`config.mk`:
```
export PLATFORM = sky130hd
export DESIGN_NAME = pipe_hazard_ctrl_flat
export DESIGN_NICKNAME = d
export VERILOG_FILES = /design/src/rtl/pipe_pkg.sv /design/src/rtl/pipe_hazard_ctrl_if.sv /design/src/rtl/pipe_hazard_ctrl_sat_counter.sv /design/src/rtl/pipe_hazard_ctrl.sv /design/src/flat_wrapper.sv
export SDC_FILE = /design/constraint.sdc
export NUM_CORES = 1
export LEC_CHECK = 0
export ABC_CLOCK_PERIOD_IN_PS = 2700
export CAP_MARGIN = 10
export CORE_ASPECT_RATIO = 0.75
export CORE_MARGIN = 5
export CORE_UTILIZATION = 47
export DETAILED_ROUTE_END_ITERATION = 8
export PLACE_DENSITY_LB_ADDON = 0.05
export SLEW_MARGIN = 20
export SYNTH_ARGS = -nofsm -noshare
export SYNTH_HDL_FRONTEND = slang
export SYNTH_SLANG_ARGS = --single-unit
export TNS_END_PERCENT = 30
```
`constraint.sdc`:
```
create_clock -name clk -period 2.7 [get_ports clk]
set_clock_uncertainty 0.05 [all_clocks]
set_input_delay 0.54 -clock clk [delete_from_list [all_inputs] [get_ports clk]]
set_output_delay 0.54 -clock clk [all_outputs]
set_load 0.05 [all_outputs]
```
`src/rtl/pipe_pkg.sv`:
```
`default_nettype none
// +--------------------------------------------------------------------------+
// | Package     : pipe_pkg                                                   |
// | Description : Shared types and constants for the pipeline hazard and     |
// |               forwarding controller.                                     |
// | Revision    : 1.0 - initial release                                      |
// +--------------------------------------------------------------------------+
package pipe_pkg;

  // EX operand source select
  typedef enum logic [1:0] {
    FWD_RF    = 2'b00,
    FWD_EXMEM = 2'b01,
    FWD_MEMWB = 2'b10
  } fwd_sel_t;

  // Hazard FSM state encoding
  typedef logic [1:0] hz_state_t;
  localparam hz_state_t ST_RUN      = 2'd0;
  localparam hz_state_t ST_LU_HOLD  = 2'd1;
  localparam hz_state_t ST_MDU_WAIT = 2'd2;

  // Width of the load-use bubble counter (covers LU_CYCLES up to 7)
  localparam int CNT_W = 3;

endpackage : pipe_pkg
`default_nettype wire

```
`src/rtl/pipe_hazard_ctrl_if.sv`:
```
`default_nettype none
// +--------------------------------------------------------------------------+
// | Interface   : pipe_hazard_ctrl_if                                        |
// | Description : Bundle between the pipeline registers (master) and the     |
// |               hazard controller (slave).                                 |
// |   master -> slave : ID/EX/MEM/WB register ids and write enables,         |
// |                     ex_redirect, ex_mdu_start, mdu_done                  |
// |   slave -> master : stall_if/id/ex, flush_ifid/idex/exmem, fwd_a/b,      |
// |                     perf_stall_cycles, perf_redirects                    |
// | Revision    : 1.0 - initial release                                      |
// +--------------------------------------------------------------------------+
interface pipe_hazard_ctrl_if #(
  parameter int REG_AW = 5,
  parameter int PERF_W = 32
);
  logic [REG_AW-1:0] id_rs1;
  logic [REG_AW-1:0] id_rs2;
  logic [REG_AW-1:0] idex_rs1;
  logic [REG_AW-1:0] idex_rs2;
  logic              idex_mem_read;
  logic              idex_reg_write;
  logic [REG_AW-1:0] idex_rd;
  logic              exmem_reg_write;
  logic [REG_AW-1:0] exmem_rd;
  logic              memwb_reg_write;
  logic [REG_AW-1:0] memwb_rd;
  logic              ex_redirect;
  logic              ex_mdu_start;
  logic              mdu_done;

  logic              stall_if;
  logic              stall_id;
  logic              stall_ex;
  logic              flush_ifid;
  logic              flush_idex;
  logic              flush_exmem;
  logic [1:0]        fwd_a;
  logic [1:0]        fwd_b;
  logic [PERF_W-1:0] perf_stall_cycles;
  logic [PERF_W-1:0] perf_redirects;

  modport master (
    output id_rs1, id_rs2, idex_rs1, idex_rs2, idex_mem_read, idex_reg_write,
           idex_rd, exmem_reg_write, exmem_rd, memwb_reg_write, memwb_rd,
           ex_redirect, ex_mdu_start, mdu_done,
    input  stall_if, stall_id, stall_ex, flush_ifid, flush_idex, flush_exmem,
           fwd_a, fwd_b, perf_stall_cycles, perf_redirects
  );

  modport slave (
    input  id_rs1, id_rs2, idex_rs1, idex_rs2, idex_mem_read, idex_reg_write,
           idex_rd, exmem_reg_write, exmem_rd, memwb_reg_write, memwb_rd,
           ex_redirect, ex_mdu_start, mdu_done,
    output stall_if, stall_id, stall_ex, flush_ifid, flush_idex, flush_exmem,
           fwd_a, fwd_b, perf_stall_cycles, perf_redirects
  );
endinterface : pipe_hazard_ctrl_if
`default_nettype wire

```
`src/rtl/pipe_hazard_ctrl_sat_counter.sv`:
```
`default_nettype none
// +--------------------------------------------------------------------------+
// | Module      : sat_counter                                                |
// | Description : Up-counter that sticks at all-ones instead of wrapping.    |
// |   clk : clock, rising edge        rst : synchronous active-high reset    |
// |   inc : count enable              q   : current count                    |
// | Revision    : 1.0 - initial release                                      |
// +--------------------------------------------------------------------------+
module sat_counter #(
  parameter int W = 32
) (
  input  logic         clk,
  input  logic         rst,
  input  logic         inc,
  output logic [W-1:0] q
);

  logic [W-1:0] cnt_q;
  logic [W-1:0] cnt_d;

  always_comb begin
    cnt_d = cnt_q;
    if (inc && (cnt_q != {W{1'b1}})) begin
      cnt_d = cnt_q + {{(W-1){1'b0}}, 1'b1};
    end
  end

  always_ff @(posedge clk) begin
    if (rst) begin
      cnt_q <= '0;
    end else begin
      cnt_q <= cnt_d;
    end
  end

  assign q = cnt_q;

endmodule : sat_counter
`default_nettype wire

```
`src/rtl/pipe_hazard_ctrl.sv`:
```
`default_nettype none
// +--------------------------------------------------------------------------+
// | Module      : pipe_hazard_ctrl                                           |
// | Description : Hazard/forwarding controller for a 5-stage in-order RV32   |
// |               pipeline: EX operand forwarding selects, load-use and RAW  |
// |               stalls, branch redirect flushes, multi-cycle MDU stall and |
// |               saturating performance counters.                           |
// |   clk  : clock, rising edge                                              |
// |   rst  : synchronous active-high reset                                   |
// |   bus  : pipe_hazard_ctrl_if.slave (hazard inputs, stall/flush/fwd and   |
// |          counter outputs)                                                |
// | Revision    : 1.0 - initial release                                      |
// +--------------------------------------------------------------------------+
module pipe_hazard_ctrl
  import pipe_pkg::*;
#(
  parameter int REG_AW    = 5,
  parameter int FWD_EN    = 1,
  parameter int LU_CYCLES = 1,
  parameter int MDU_EN    = 1,
  parameter int PERF_W    = 32
) (
  input  logic             clk,
  input  logic             rst,
  pipe_hazard_ctrl_if.slave bus
);

  localparam logic [CNT_W-1:0] c_lu_reload = CNT_W'(LU_CYCLES - 1);
  localparam logic             c_mdu_on    = (MDU_EN != 0);
  localparam logic             c_lu_multi  = (LU_CYCLES > 1);

  // x0 is never a real producer, so it never matches
  function automatic logic reg_match(input logic [REG_AW-1:0] rd,
                                     input logic [REG_AW-1:0] rs);
    return (rd != '0) && (rd == rs);
  endfunction

  logic lu;
  logic raw;
  logic mdu_go;

  always_comb begin
    lu = bus.idex_mem_read &&
         (reg_match(bus.idex_rd, bus.id_rs1) || reg_match(bus.idex_rd, bus.id_rs2));
    // A start that completes in the same cycle costs no bubble
    mdu_go = c_mdu_on && bus.ex_mdu_start && !bus.mdu_done;
  end

  generate
    if (FWD_EN != 0) begin : g_fwd_on
      function automatic fwd_sel_t fwd_pick(input logic              exmem_we,
                                            input logic [REG_AW-1:0] exmem_rd,
                                            input logic              memwb_we,
                                            input logic [REG_AW-1:0] memwb_rd,
                                            input logic [REG_AW-1:0] rs);
        // The younger EX/MEM value takes precedence over MEM/WB
        if (exmem_we && reg_match(exmem_rd, rs)) begin
          return FWD_EXMEM;
        end else if (memwb_we && reg_match(memwb_rd, rs)) begin
          return FWD_MEMWB;
        end
        return FWD_RF;
      endfunction

      assign bus.fwd_a = fwd_pick(bus.exmem_reg_write, bus.exmem_rd,
                                  bus.memwb_reg_write, bus.memwb_rd, bus.idex_rs1);
      assign bus.fwd_b = fwd_pick(bus.exmem_reg_write, bus.exmem_rd,
                                  bus.memwb_reg_write, bus.memwb_rd, bus.idex_rs2);
      assign raw = 1'b0;
    end else begin : g_fwd_off
      assign bus.fwd_a = FWD_RF;
      assign bus.fwd_b = FWD_RF;
      // WB producers are covered by the regfile write-through bypass
      assign raw = (bus.idex_reg_write &&
                    (reg_match(bus.idex_rd, bus.id_rs1) ||
                     reg_match(bus.idex_rd, bus.id_rs2))) ||
                   (bus.exmem_reg_write &&
                    (reg_match(bus.exmem_rd, bus.id_rs1) ||
                     reg_match(bus.exmem_rd, bus.id_rs2)));
    end
  endgenerate

  hz_state_t        state_q;
  hz_state_t        state_d;
  logic [CNT_W-1:0] cnt_q;
  logic [CNT_W-1:0] cnt_d;

  logic stall_if;
  logic stall_id;
  logic stall_ex;
  logic flush_ifid;
  logic flush_idex;
  logic flush_exmem;
  logic redirect_evt;

  always_comb begin
    state_d      = state_q;
    cnt_d        = cnt_q;
    stall_if     = 1'b0;
    stall_id     = 1'b0;
    stall_ex     = 1'b0;
    flush_ifid   = 1'b0;
    flush_idex   = 1'b0;
    flush_exmem  = 1'b0;
    redirect_evt = 1'b0;

    case (state_q)
      ST_RUN: begin
        if (bus.ex_redirect) begin
          // Wrong-path instructions in IF/ID and ID/EX are squashed; any
          // hazard they carried vanishes with them.
          flush_ifid   = 1'b1;
          flush_idex   = 1'b1;
          redirect_evt = 1'b1;
        end else if (mdu_go) begin
          stall_if    = 1'b1;
          stall_id    = 1'b1;
          stall_ex    = 1'b1;
          flush_exmem = 1'b1;
          state_d     = ST_MDU_WAIT;
        end else if (lu || raw) begin
          stall_if   = 1'b1;
          stall_id   = 1'b1;
          flush_idex = 1'b1;
          // First bubble is inserted here; the remaining ones in LU_HOLD
          if (lu && c_lu_multi) begin
            cnt_d   = c_lu_reload;
            state_d = ST_LU_HOLD;
          end
        end
      end

      ST_LU_HOLD: begin
        stall_if   = 1'b1;
        stall_id   = 1'b1;
        flush_idex = 1'b1;
        cnt_d      = cnt_q - 1'b1;
        if (cnt_q == {{(CNT_W-1){1'b0}}, 1'b1}) begin
          state_d = ST_RUN;
        end
      end

      ST_MDU_WAIT: begin
        if (bus.mdu_done) begin
          state_d = ST_RUN;
        end else begin
          stall_if    = 1'b1;
          stall_id    = 1'b1;
          stall_ex    = 1'b1;
          flush_exmem = 1'b1;
        end
      end

      default: begin
        state_d = ST_RUN;
        cnt_d   = '0;
      end
    endcase
  end

  always_ff @(posedge clk) begin
    if (rst) begin
      state_q <= ST_RUN;
      cnt_q   <= '0;
    end else begin
      state_q <= state_d;
      cnt_q   <= cnt_d;
    end
  end

  assign bus.stall_if    = stall_if;
  assign bus.stall_id    = stall_id;
  assign bus.stall_ex    = stall_ex;
  assign bus.flush_ifid  = flush_ifid;
  assign bus.flush_idex  = flush_idex;
  assign bus.flush_exmem = flush_exmem;

  logic [PERF_W-1:0] perf_stall_q;
  logic [PERF_W-1:0] perf_redir_q;

  sat_counter #(.W(PERF_W)) u_stall_cnt (
    .clk (clk),
    .rst (rst),
    .inc (stall_if),
    .q   (perf_stall_q)
  );

  sat_counter #(.W(PERF_W)) u_redir_cnt (
    .clk (clk),
    .rst (rst),
    .inc (redirect_evt),
    .q   (perf_redir_q)
  );

  assign bus.perf_stall_cycles = perf_stall_q;
  assign bus.perf_redirects    = perf_redir_q;

endmodule : pipe_hazard_ctrl
`default_nettype wire

```
`src/flat_wrapper.sv`:
```
// flat-port wrapper written by rule: the top's interface ports become plain ports
module pipe_hazard_ctrl_flat import pipe_pkg::*;
#(
  parameter int REG_AW    = 5,
  parameter int FWD_EN    = 1,
  parameter int LU_CYCLES = 1,
  parameter int MDU_EN    = 1,
  parameter int PERF_W    = 32
)
  (clk, rst, bus_id_rs1, bus_id_rs2, bus_idex_rs1, bus_idex_rs2, bus_idex_mem_read, bus_idex_reg_write, bus_idex_rd, bus_exmem_reg_write, bus_exmem_rd, bus_memwb_reg_write, bus_memwb_rd, bus_ex_redirect, bus_ex_mdu_start, bus_mdu_done, bus_stall_if, bus_stall_id, bus_stall_ex, bus_flush_ifid, bus_flush_idex, bus_flush_exmem, bus_fwd_a, bus_fwd_b, bus_perf_stall_cycles, bus_perf_redirects);
  pipe_hazard_ctrl_if #(.REG_AW(REG_AW), .PERF_W(PERF_W)) bus_i ();
  input  logic clk;
  input  logic rst;
  input wire logic [$bits(bus_i.id_rs1)-1:0] bus_id_rs1;
  input wire logic [$bits(bus_i.id_rs2)-1:0] bus_id_rs2;
  input wire logic [$bits(bus_i.idex_rs1)-1:0] bus_idex_rs1;
  input wire logic [$bits(bus_i.idex_rs2)-1:0] bus_idex_rs2;
  input wire logic [$bits(bus_i.idex_mem_read)-1:0] bus_idex_mem_read;
  input wire logic [$bits(bus_i.idex_reg_write)-1:0] bus_idex_reg_write;
  input wire logic [$bits(bus_i.idex_rd)-1:0] bus_idex_rd;
  input wire logic [$bits(bus_i.exmem_reg_write)-1:0] bus_exmem_reg_write;
  input wire logic [$bits(bus_i.exmem_rd)-1:0] bus_exmem_rd;
  input wire logic [$bits(bus_i.memwb_reg_write)-1:0] bus_memwb_reg_write;
  input wire logic [$bits(bus_i.memwb_rd)-1:0] bus_memwb_rd;
  input wire logic [$bits(bus_i.ex_redirect)-1:0] bus_ex_redirect;
  input wire logic [$bits(bus_i.ex_mdu_start)-1:0] bus_ex_mdu_start;
  input wire logic [$bits(bus_i.mdu_done)-1:0] bus_mdu_done;
  output wire logic [$bits(bus_i.stall_if)-1:0] bus_stall_if;
  output wire logic [$bits(bus_i.stall_id)-1:0] bus_stall_id;
  output wire logic [$bits(bus_i.stall_ex)-1:0] bus_stall_ex;
  output wire logic [$bits(bus_i.flush_ifid)-1:0] bus_flush_ifid;
  output wire logic [$bits(bus_i.flush_idex)-1:0] bus_flush_idex;
  output wire logic [$bits(bus_i.flush_exmem)-1:0] bus_flush_exmem;
  output wire logic [$bits(bus_i.fwd_a)-1:0] bus_fwd_a;
  output wire logic [$bits(bus_i.fwd_b)-1:0] bus_fwd_b;
  output wire logic [$bits(bus_i.perf_stall_cycles)-1:0] bus_perf_stall_cycles;
  output wire logic [$bits(bus_i.perf_redirects)-1:0] bus_perf_redirects;
  assign bus_i.id_rs1 = bus_id_rs1;
  assign bus_i.id_rs2 = bus_id_rs2;
  assign bus_i.idex_rs1 = bus_idex_rs1;
  assign bus_i.idex_rs2 = bus_idex_rs2;
  assign bus_i.idex_mem_read = bus_idex_mem_read;
  assign bus_i.idex_reg_write = bus_idex_reg_write;
  assign bus_i.idex_rd = bus_idex_rd;
  assign bus_i.exmem_reg_write = bus_exmem_reg_write;
  assign bus_i.exmem_rd = bus_exmem_rd;
  assign bus_i.memwb_reg_write = bus_memwb_reg_write;
  assign bus_i.memwb_rd = bus_memwb_rd;
  assign bus_i.ex_redirect = bus_ex_redirect;
  assign bus_i.ex_mdu_start = bus_ex_mdu_start;
  assign bus_i.mdu_done = bus_mdu_done;
  assign bus_stall_if = bus_i.stall_if;
  assign bus_stall_id = bus_i.stall_id;
  assign bus_stall_ex = bus_i.stall_ex;
  assign bus_flush_ifid = bus_i.flush_ifid;
  assign bus_flush_idex = bus_i.flush_idex;
  assign bus_flush_exmem = bus_i.flush_exmem;
  assign bus_fwd_a = bus_i.fwd_a;
  assign bus_fwd_b = bus_i.fwd_b;
  assign bus_perf_stall_cycles = bus_i.perf_stall_cycles;
  assign bus_perf_redirects = bus_i.perf_redirects;
  pipe_hazard_ctrl #(.REG_AW(REG_AW), .FWD_EN(FWD_EN), .LU_CYCLES(LU_CYCLES), .MDU_EN(MDU_EN), .PERF_W(PERF_W)) u_core (.clk(clk), .rst(rst), .bus(bus_i));
endmodule
```
==> results of run 1 <==
## state kept, by name, indices dropped and copies added, names as in the netlist
signal,cells
u_core.u_stall_cnt.q,32
u_core.u_redir_cnt.q,32
u_core.state_q,1
## per-layer routing
metal	part of all wire (%)	vias up
met1	46	1777
li1	-	1935
met5	0	-
met4	0.66	0
met3	8.5	8
met2	45	136
## path summary, 6_finish.rpt
path	to	startpoint	depth (start not counted)	slack, ps
min	u_core.u_stall_cnt.q[30]$_SDFFE_PP0P_	u_core.u_stall_cnt.q[30]$_SDFFE_PP0P_	2	450
max reg2reg	u_core.u_stall_cnt.q[19]$_SDFFE_PP0P_	u_core.u_stall_cnt.q[0]$_SDFFE_PP0P_	9	380
min reg2reg	u_core.u_stall_cnt.q[30]$_SDFFE_PP0P_	u_core.u_stall_cnt.q[30]$_SDFFE_PP0P_	2	450
max	bus_stall_if	bus_idex_rd[1]	7	40
## logic make-up after synthesis
group,Yosys count,share of synthesized area [%]
AO/OA/AOI/OAI,72,11.5
adder cells (fa/ha/maj),2,0.670
multiplexers,5,1.51
AND/OR/NAND/NOR,217,33.3
flip-flops,65,34.9
buffers and inverters,33,4.79
XOR/XNOR,57,13.4
## what timing repair did
| action | in CTS | in global routing |
|---|---|---|
| endpoints found under the setup margin | 7 | 7 |
| pin swaps | 11 | 11 |
| resized for setup | 27 | 18 |
## critical path, cell delays in order
cell and delay [ps]:
dlygate4sd2_1 240, or4_4 550, o21ai_4 150, nor2_2 60, a21oi_2 260, inv_2 100
buf_8 160
## area by class of cell
cell class | count | share of cell area (%)
sequential | 65 | 23.4
multi-input combinational | 353 | 42.3
clock inverter | 6 | 1.62
tap | 105 | 2.37
clock buffer | 10 | 2.48
inverter | 11 | 0.744
timing repair buffer | 154 | 27.0
## power breakdown
group | switching (mW) | total (mW) | internal (mW)
clock | 0.407 | 0.955 | 0.548
sequential | 0.00748 | 0.970 | 0.963
combinational | 0.162 | 0.313 | 0.150
total | 0.576 | 2.24 | 1.66
## cells in the mapped netlist, types with 13 or more instances
| master | n | area share, % |
|---|---|---|
| a21oi_1 | 30 | 4.0 |
| dfxtp_1 | 65 | 35 |
| nand2_1 | 28 | 2.8 |
| nand3_1 | 27 | 3.6 |
| nand4_1 | 19 | 3.2 |
| nor2_1 | 44 | 4.4 |
| nor4_1 | 13 | 2.2 |
| o31ai_1 | 13 | 2.6 |
| or3_1 | 15 | 2.5 |
| or4_1 | 18 | 3.6 |
| xnor2_1 | 36 | 8.4 |
| xor2_1 | 21 | 4.9 |
==> impl_metrics.yaml, run 1 <==
clock_tree:
  clk_path_buf_depth: 2
  postCtsSetupBuffers: 0
  htreeDepth: 3
  cts_buffers: 9
  insertion_delay_ps: 350
  clk_pin_slew_ps: 70
  clock-root-buffer: "clkbuf_8"
  clock_sinks: 65
  hold_buffers: 0
  cts_tree: "built"
route:
  dr_total_vias: 3856
  drt_wl_total_um: 10600
  drt-initial-drc-count: 273
  first_pass_iters: 4
  viasPerCell: 5.48
  antenna_left: 0
  avgRoutedWirePerCell_um: 15.0
  remaining_drc_errors: 0
logic_synthesis:
  synth-seq-cells: 65
  syn_inst: 451
  synth_nets: 497
  ys.flop_type: "dfxtp_1"
  syn_avg_cell_area_um2: 8.28
  netlist_area_um2: 3730
  synth_edf_count: 0
  async_flop_share_pct: 0
  ys_types: 52
  yosys_warnings: 0
  yosysSeqAreaShare_pct: 34.9
floorplan:
  die_w_um: 113
  num_io_pins: 118
  dieArea_um2: 9840
  coreArea_um2: 7810
  die_y_um: 87.2
  start_util_pct: 47.8
  num_rows: 28
pwr:
  leakage_nw: 1.93
  power_density_nw_per_um2: 403
  ir_worst_vdd_uv: 298
  power.total_mw: 2.24
layout:
  final_common_cell: "clkdlybuf4s50_1"
  drive_gt1_share_pct: 16.7
  layoutNonFillerInstCount: 704
  finish.utilization_pct: 71.0
  final-seq-area_um2: 1300
  post-route-cell-area_um2: 5550
  final_cell_mix: "clkdlybuf4s50_1 (87), dfxtp_1 (65), nor2_1 (43), buf_4 (38), xnor2_1 (36)"
  nets: 640
  antenna_cells: 0
  fill_cells: 613
  multiInputGateArea_um2: 2350
  area_growth_pct: 48.6
sta:
  fin_ws_ps: 40.3
  setup_tns_ps: 0
  period_minus_slack_ps: 2660
  slew_viol_final: 0
  worstMarginPinSlew_ps: 633
  relSlewSlack_pct: 57.8
  setup_viol_count_final: 0
  final_hold_viol_count: 0
  hold-worst-slack_ps: 454
  min_period_over_period_pct: 98.5
  timing.fmax_mhz: 376
place:
  io_buffers: 116
  place_area_um2: 5240
  routabilityCongestion: 0.852
  dpl.hpwl_um: 7970
  pre_cts_ws_ps: -273
  dpl.cell_count: 689
global_route:
  grt_use_met2_pct: 34.3
  grt_pass1_vias: 3635
  antenna_found_initial: 0
  met1_usage_pct: 29.2
  gr-total-overflow: 0
  grt_usage_pct: 21.6
  grt_util_met3_pct: 6.67
  grt_pass1_wl_um: 17500
  grt_max_degree: 36
  grt_busiest_layer: "met2"
worst_setup_path:
  critical_path_class: "input port to output pin"
  worstSetupStartpointType: "input port"
  end_kind: "output pin"
  crit_arrival_ps: 2070
  crit_required_ps: 2110
  cp_max_fo: 2
flow_run:
  maxCapViolCount: 0
status:
  outcome: "complete, no violations"
worst_hold_path:
  min_path_type: "flop to flop"
Note: power is estimated with default switching activity, not from simulation.
==> inputs of run 2 (changes only) <==
Settings changed: CORE_ASPECT_RATIO 0.75 to 0.8, CTS_CLUSTER_DIAMETER from default to 200.
==> impl_metrics.yaml, run 2 (synthesis results as in run 1) <==
status:
  outcome: "complete, no violations"
route:
  first_pass_iters: 5
  drt-initial-drc-count: 175
  antenna_left: 0
  viasPerCell: 5.53
  avgRoutedWirePerCell_um: 15.2
  dr_total_vias: 3924
  drt_wl_total_um: 10800
  remaining_drc_errors: 0
floorplan:
  dieArea_um2: 9840
  die_y_um: 89.7
  die_w_um: 110
  num_rows: 29
  num_io_pins: 118
  start_util_pct: 47.6
  coreArea_um2: 7840
worst_setup_path:
  worstPathCellList: "buf_2 -> or4_1 -> o21ai_2 -> buf_4 -> nor4_4 -> buf_4 -> nor4_4 -> buf_12"
  critical_path_class: "input port to output pin"
  cp_max_fo: 2
  rrSetupSlack_ps: 440
  cp_slowest_cell: "or4_1"
  cp-endpoint: "bus_fwd_b[1]"
  crit_start: "bus_exmem_rd[4]"
  end_kind: "output pin"
  crit_arrival_ps: 2050
  r2r-start: "u_core.u_stall_cnt.q[1]$_SDFFE_PP0P_"
  cpPeakStageDelay_ps: 560
  worstReg2RegEnd: "u_core.u_stall_cnt.q[17]$_SDFFE_PP0P_"
  worstSetupStartpointType: "input port"
  crit_required_ps: 2110
  r2r_cells: 8
pwr:
  swShare_pct: 26.3
  p_sw_mw: 0.558
  ir_worst_vdd_uv: 239
  power_density_nw_per_um2: 383
  p_clk_share_pct: 39.1
  leakage_nw: 1.95
  pwr-share-comb_pct: 15.1
  p_int_mw: 1.56
  seq_power_share_pct: 45.7
clock_tree:
  cts_buffers: 9
  clock-root-buffer: "clkbuf_8"
  htreeDepth: 3
  clk_path_buf_depth: 2
  cts_tree: "built"
  clk_pin_slew_ps: 70
  clock_sinks: 65
  insertion_delay_ps: 340
layout:
  nets: 642
  area_growth_pct: 48.2
  final_common_cell: "clkdlybuf4s50_1"
  antenna_cells: 0
  finish.utilization_pct: 70.6
  drive_gt1_share_pct: 17.6
  final_cell_mix: "clkdlybuf4s50_1 (84), dfxtp_1 (65), nor2_1 (44), xnor2_1 (36), buf_4 (36)"
global_route:
  grt_usage_pct: 21.4
  grt_pass1_vias: 3616
  grt_max_degree: 33
  grt_pass1_wl_um: 17300
  antenna_found_initial: 1
  gr-total-overflow: 0
flow_run:
  maxCapViolCount: 0
sta:
  relSlewSlack_pct: 56.8
  worstMarginPinSlew_ps: 648
  slew_viol_final: 0
  period_minus_slack_ps: 2640
  fin_ws_ps: 55.0
  timing.fmax_mhz: 378
  setup_viol_count_final: 0
  min_period_over_period_pct: 98.0
  setup_tns_ps: 0
  final_hold_viol_count: 0
  rsz0062_at_grt: "true"
worst_hold_path:
  min_path_type: "flop to flop"
place:
  routabilityCongestion: 0.851
  io_buffers: 116
  pre_cts_ws_ps: -222
  dpl.hpwl_um: 7910
run 2: per-layer routing:
metal | share of wire, % | track usage [%]
met1 | 45 | 29.2
met2 | 46 | 32.7
met3 | 8.3 | 7.31
met4 | 1.1 | 4.67
met5 | 0.18 | 0
run 2: critical path, delay by kind of cell:
family	cells	cell delay [ps]
AOI/OAI and AO/OA	1	140
buffers and inverters	4	590
and+or+nand+nor	3	780
run 2: worst min path at each step:
stage	start	endpoint	slack, ps	cells past startpoint
2_1_floorplan	u_core.state_q[1]$_SDFFE_PP0P_	u_core.state_q[1]$_SDFFE_PP0P_	570	2
3_3_place_gp	u_core.u_stall_cnt.q[31]$_SDFFE_PP0P_	u_core.u_stall_cnt.q[31]$_SDFFE_PP0P_	430	2
3_5_place_dp	u_core.u_stall_cnt.q[31]$_SDFFE_PP0P_	u_core.u_stall_cnt.q[31]$_SDFFE_PP0P_	430	2
4_1_cts	u_core.u_stall_cnt.q[31]$_SDFFE_PP0P_	u_core.u_stall_cnt.q[31]$_SDFFE_PP0P_	450	2
5_1_grt	u_core.u_stall_cnt.q[5]$_SDFFE_PP0P_	u_core.u_stall_cnt.q[5]$_SDFFE_PP0P_	490	2
6_report	u_core.u_stall_cnt.q[31]$_SDFFE_PP0P_	u_core.u_stall_cnt.q[31]$_SDFFE_PP0P_	450	2
run 2: final cells by class:
cell class | instances | area [µm²]
Tap cell | 108 | 135
Timing Repair Buffer | 156 | 1520
Sequential cell | 65 | 1300
Fill cell | 631 | 2300
Clock buffer | 10 | 138
Clock inverter | 6 | 57.6
Inverter | 11 | 41.3
Multi-Input combinational cell | 353 | 2340
run 2: what timing repair did:
item | CTS | global route
pin swaps | 12 | 8
resized for setup | 42 | 20
hold buffers | 0 | 0
endpoints found under the setup margin | 7 | 7
buffers inserted | 1 | 1
run 2: power by group through the flow:
stage | Sequential [mW] | Clock (mW) | Combinational [mW]
floorplan | 1.01 | 0 | 0.134
global placement | 0.991 | 0 | 0.302
detailed placement | 0.991 | 0 | 0.308
CTS | 0.969 | 0.844 | 0.317
global route | 0.969 | 0.897 | 0.343
finish | 0.969 | 0.830 | 0.321
run 2: stage by stage:
step           hold WS, ps  power (mW)  cell area (µm²)  instances
6_report               450        2.12             5530        709
2_1_floorplan          568        1.14             3780        451
3_3_place_gp           431        1.29             5250        691
3_5_place_dp           433        1.30             5250        691
5_1_grt                492        2.21             5530        709
4_1_cts                450        2.13             5500        708
==> inputs of run 3 (changes only) <==
Settings changed: CAP_MARGIN 10 to default, CELL_PAD_IN_SITES_DETAIL_PLACEMENT from default to 1, CELL_PAD_IN_SITES_GLOBAL_PLACEMENT from default to 1, CORE_UTILIZATION 47 to 34, SLEW_MARGIN 20 to default.
==> impl_metrics.yaml, run 3 (synthesis results as in run 1) <==
layout:
  final_cell_mix: "clkdlybuf4s50_1 (84), dfxtp_1 (65), nor2_1 (43), buf_4 (37), xnor2_1 (35)"
  fill_cells: 1282
  area_growth_pct: 52.0
  final-seq-area_um2: 1300
  multiInputGateArea_um2: 2370
  drive_gt1_share_pct: 17.3
  layoutNonFillerInstCount: 741
  finish.utilization_pct: 52.5
  final_common_cell: "clkdlybuf4s50_1"
  nets: 638
  antenna_cells: 0
clock_tree:
  cts_buffers: 9
  clock-root-buffer: "clkbuf_16"
  clock_sinks: 65
  htreeDepth: 3
  clk_path_buf_depth: 2
  cts_tree: "built"
  insertion_delay_ps: 340
  clk_pin_slew_ps: 60
floorplan:
  dieArea_um2: 13200
  die_w_um: 127
  num_rows: 34
  die_y_um: 104
  coreArea_um2: 10800
  start_util_pct: 34.6
  num_io_pins: 118
global_route:
  grt_max_degree: 32
  antenna_found_initial: 0
  gr-total-overflow: 0
  grt_pass1_vias: 4056
  grt_pass1_wl_um: 20700
  grt_usage_pct: 19.1
worst_setup_path:
  cp_max_fo: 2
  critical_path_class: "input port to output pin"
  worstSetupStartpointType: "input port"
  r2r_cells: 7
  crit_arrival_ps: 2120
  crit_required_ps: 2110
  end_kind: "output pin"
route:
  dr_total_vias: 3936
  drt-initial-drc-count: 163
  remaining_drc_errors: 0
  viasPerCell: 5.31
  first_pass_iters: 4
  antenna_left: 0
  drt_wl_total_um: 12300
  avgRoutedWirePerCell_um: 16.6
place:
  io_buffers: 116
  dpl.cell_count: 723
  dpl.hpwl_um: 9370
  routabilityCongestion: 0.804
  pre_cts_ws_ps: -308
sta:
  period_minus_slack_ps: 2710
  fin_ws_ps: -13.9
  final_hold_viol_count: 0
  setup_viol_count_final: 1
  slew_viol_final: 0
  worstMarginPinSlew_ps: 563
  timing.fmax_mhz: 368
  min_period_over_period_pct: 101
  rsz0062_at_grt: "true"
  relSlewSlack_pct: 62.5
pwr:
  leakage_nw: 2.00
  ir_worst_vdd_uv: 277
  power_density_nw_per_um2: 440
status:
  violations: "negative setup slack"
  outcome: "finished with violations"
worst_hold_path:
  whs_path_depth: 2
  min_path_type: "flop to flop"
flow_run:
  maxCapViolCount: 0
## run 3: area by class of cell
type                            count  area share (%)
Multi-Input combinational cell    353            41.8
Clock inverter                      4           0.904
Sequential cell                    65            22.9
Inverter                           11           0.727
Clock buffer                       12            4.52
Timing Repair Buffer              152            25.9
Tap cell                          144            3.17
## run 3: routing by layer
metal,part of all wire [%],wire length [µm],track usage [%]
met4,1.1,131,4.06
met5,0,0,0
met2,46,5670,31.0
met1,45,5600,24.6
met3,7.6,934,6.43
## run 3: what timing repair did
action / 4_1_cts / 5_1_grt
pin swaps: 9 / 10
resized for setup: 39 / 18
setup buffers: 1 / 1
hold buffers: 0 / 0
endpoints found under the setup margin: 7 / 5
cloned: 0 / 0
## run 3: power breakdown
part           switching, mW  internal (mW)  leakage, nW
combinational          0.170          0.149         1.32
clock                  0.439          0.765        0.149
sequential           0.00892          0.965        0.524
## run 3: path summary, 6_finish.rpt
path	from	to	slack, ps
setup / recovery	bus_memwb_rd[2]	bus_fwd_a[1]	-10
hold / removal	u_core.u_stall_cnt.q[5]$_SDFFE_PP0P_	u_core.u_stall_cnt.q[5]$_SDFFE_PP0P_	460
setup reg to reg	u_core.u_stall_cnt.q[0]$_SDFFE_PP0P_	u_core.u_stall_cnt.q[28]$_SDFFE_PP0P_	390
hold reg to reg	u_core.u_stall_cnt.q[5]$_SDFFE_PP0P_	u_core.u_stall_cnt.q[5]$_SDFFE_PP0P_	460
## run 3: through the flow
stage	hold slack (ps)	instance area (µm²)	TNS [ps]	total power, mW
floorplan	568	3780	-113	1.14
global placement	439	5240	-1460	1.29
detailed placement	453	5240	-2580	1.30
CTS	464	5610	-76.5	2.52
global route	491	5680	-48.7	2.61
finish	456	5680	-13.9	2.50
## run 3: critical path, cell delays in order
cell and delay, ps:
dlygate4sd2_1 260, buf_4 140, xor2_1 130, or4_4 540
nor4_4 330, buf_12 180
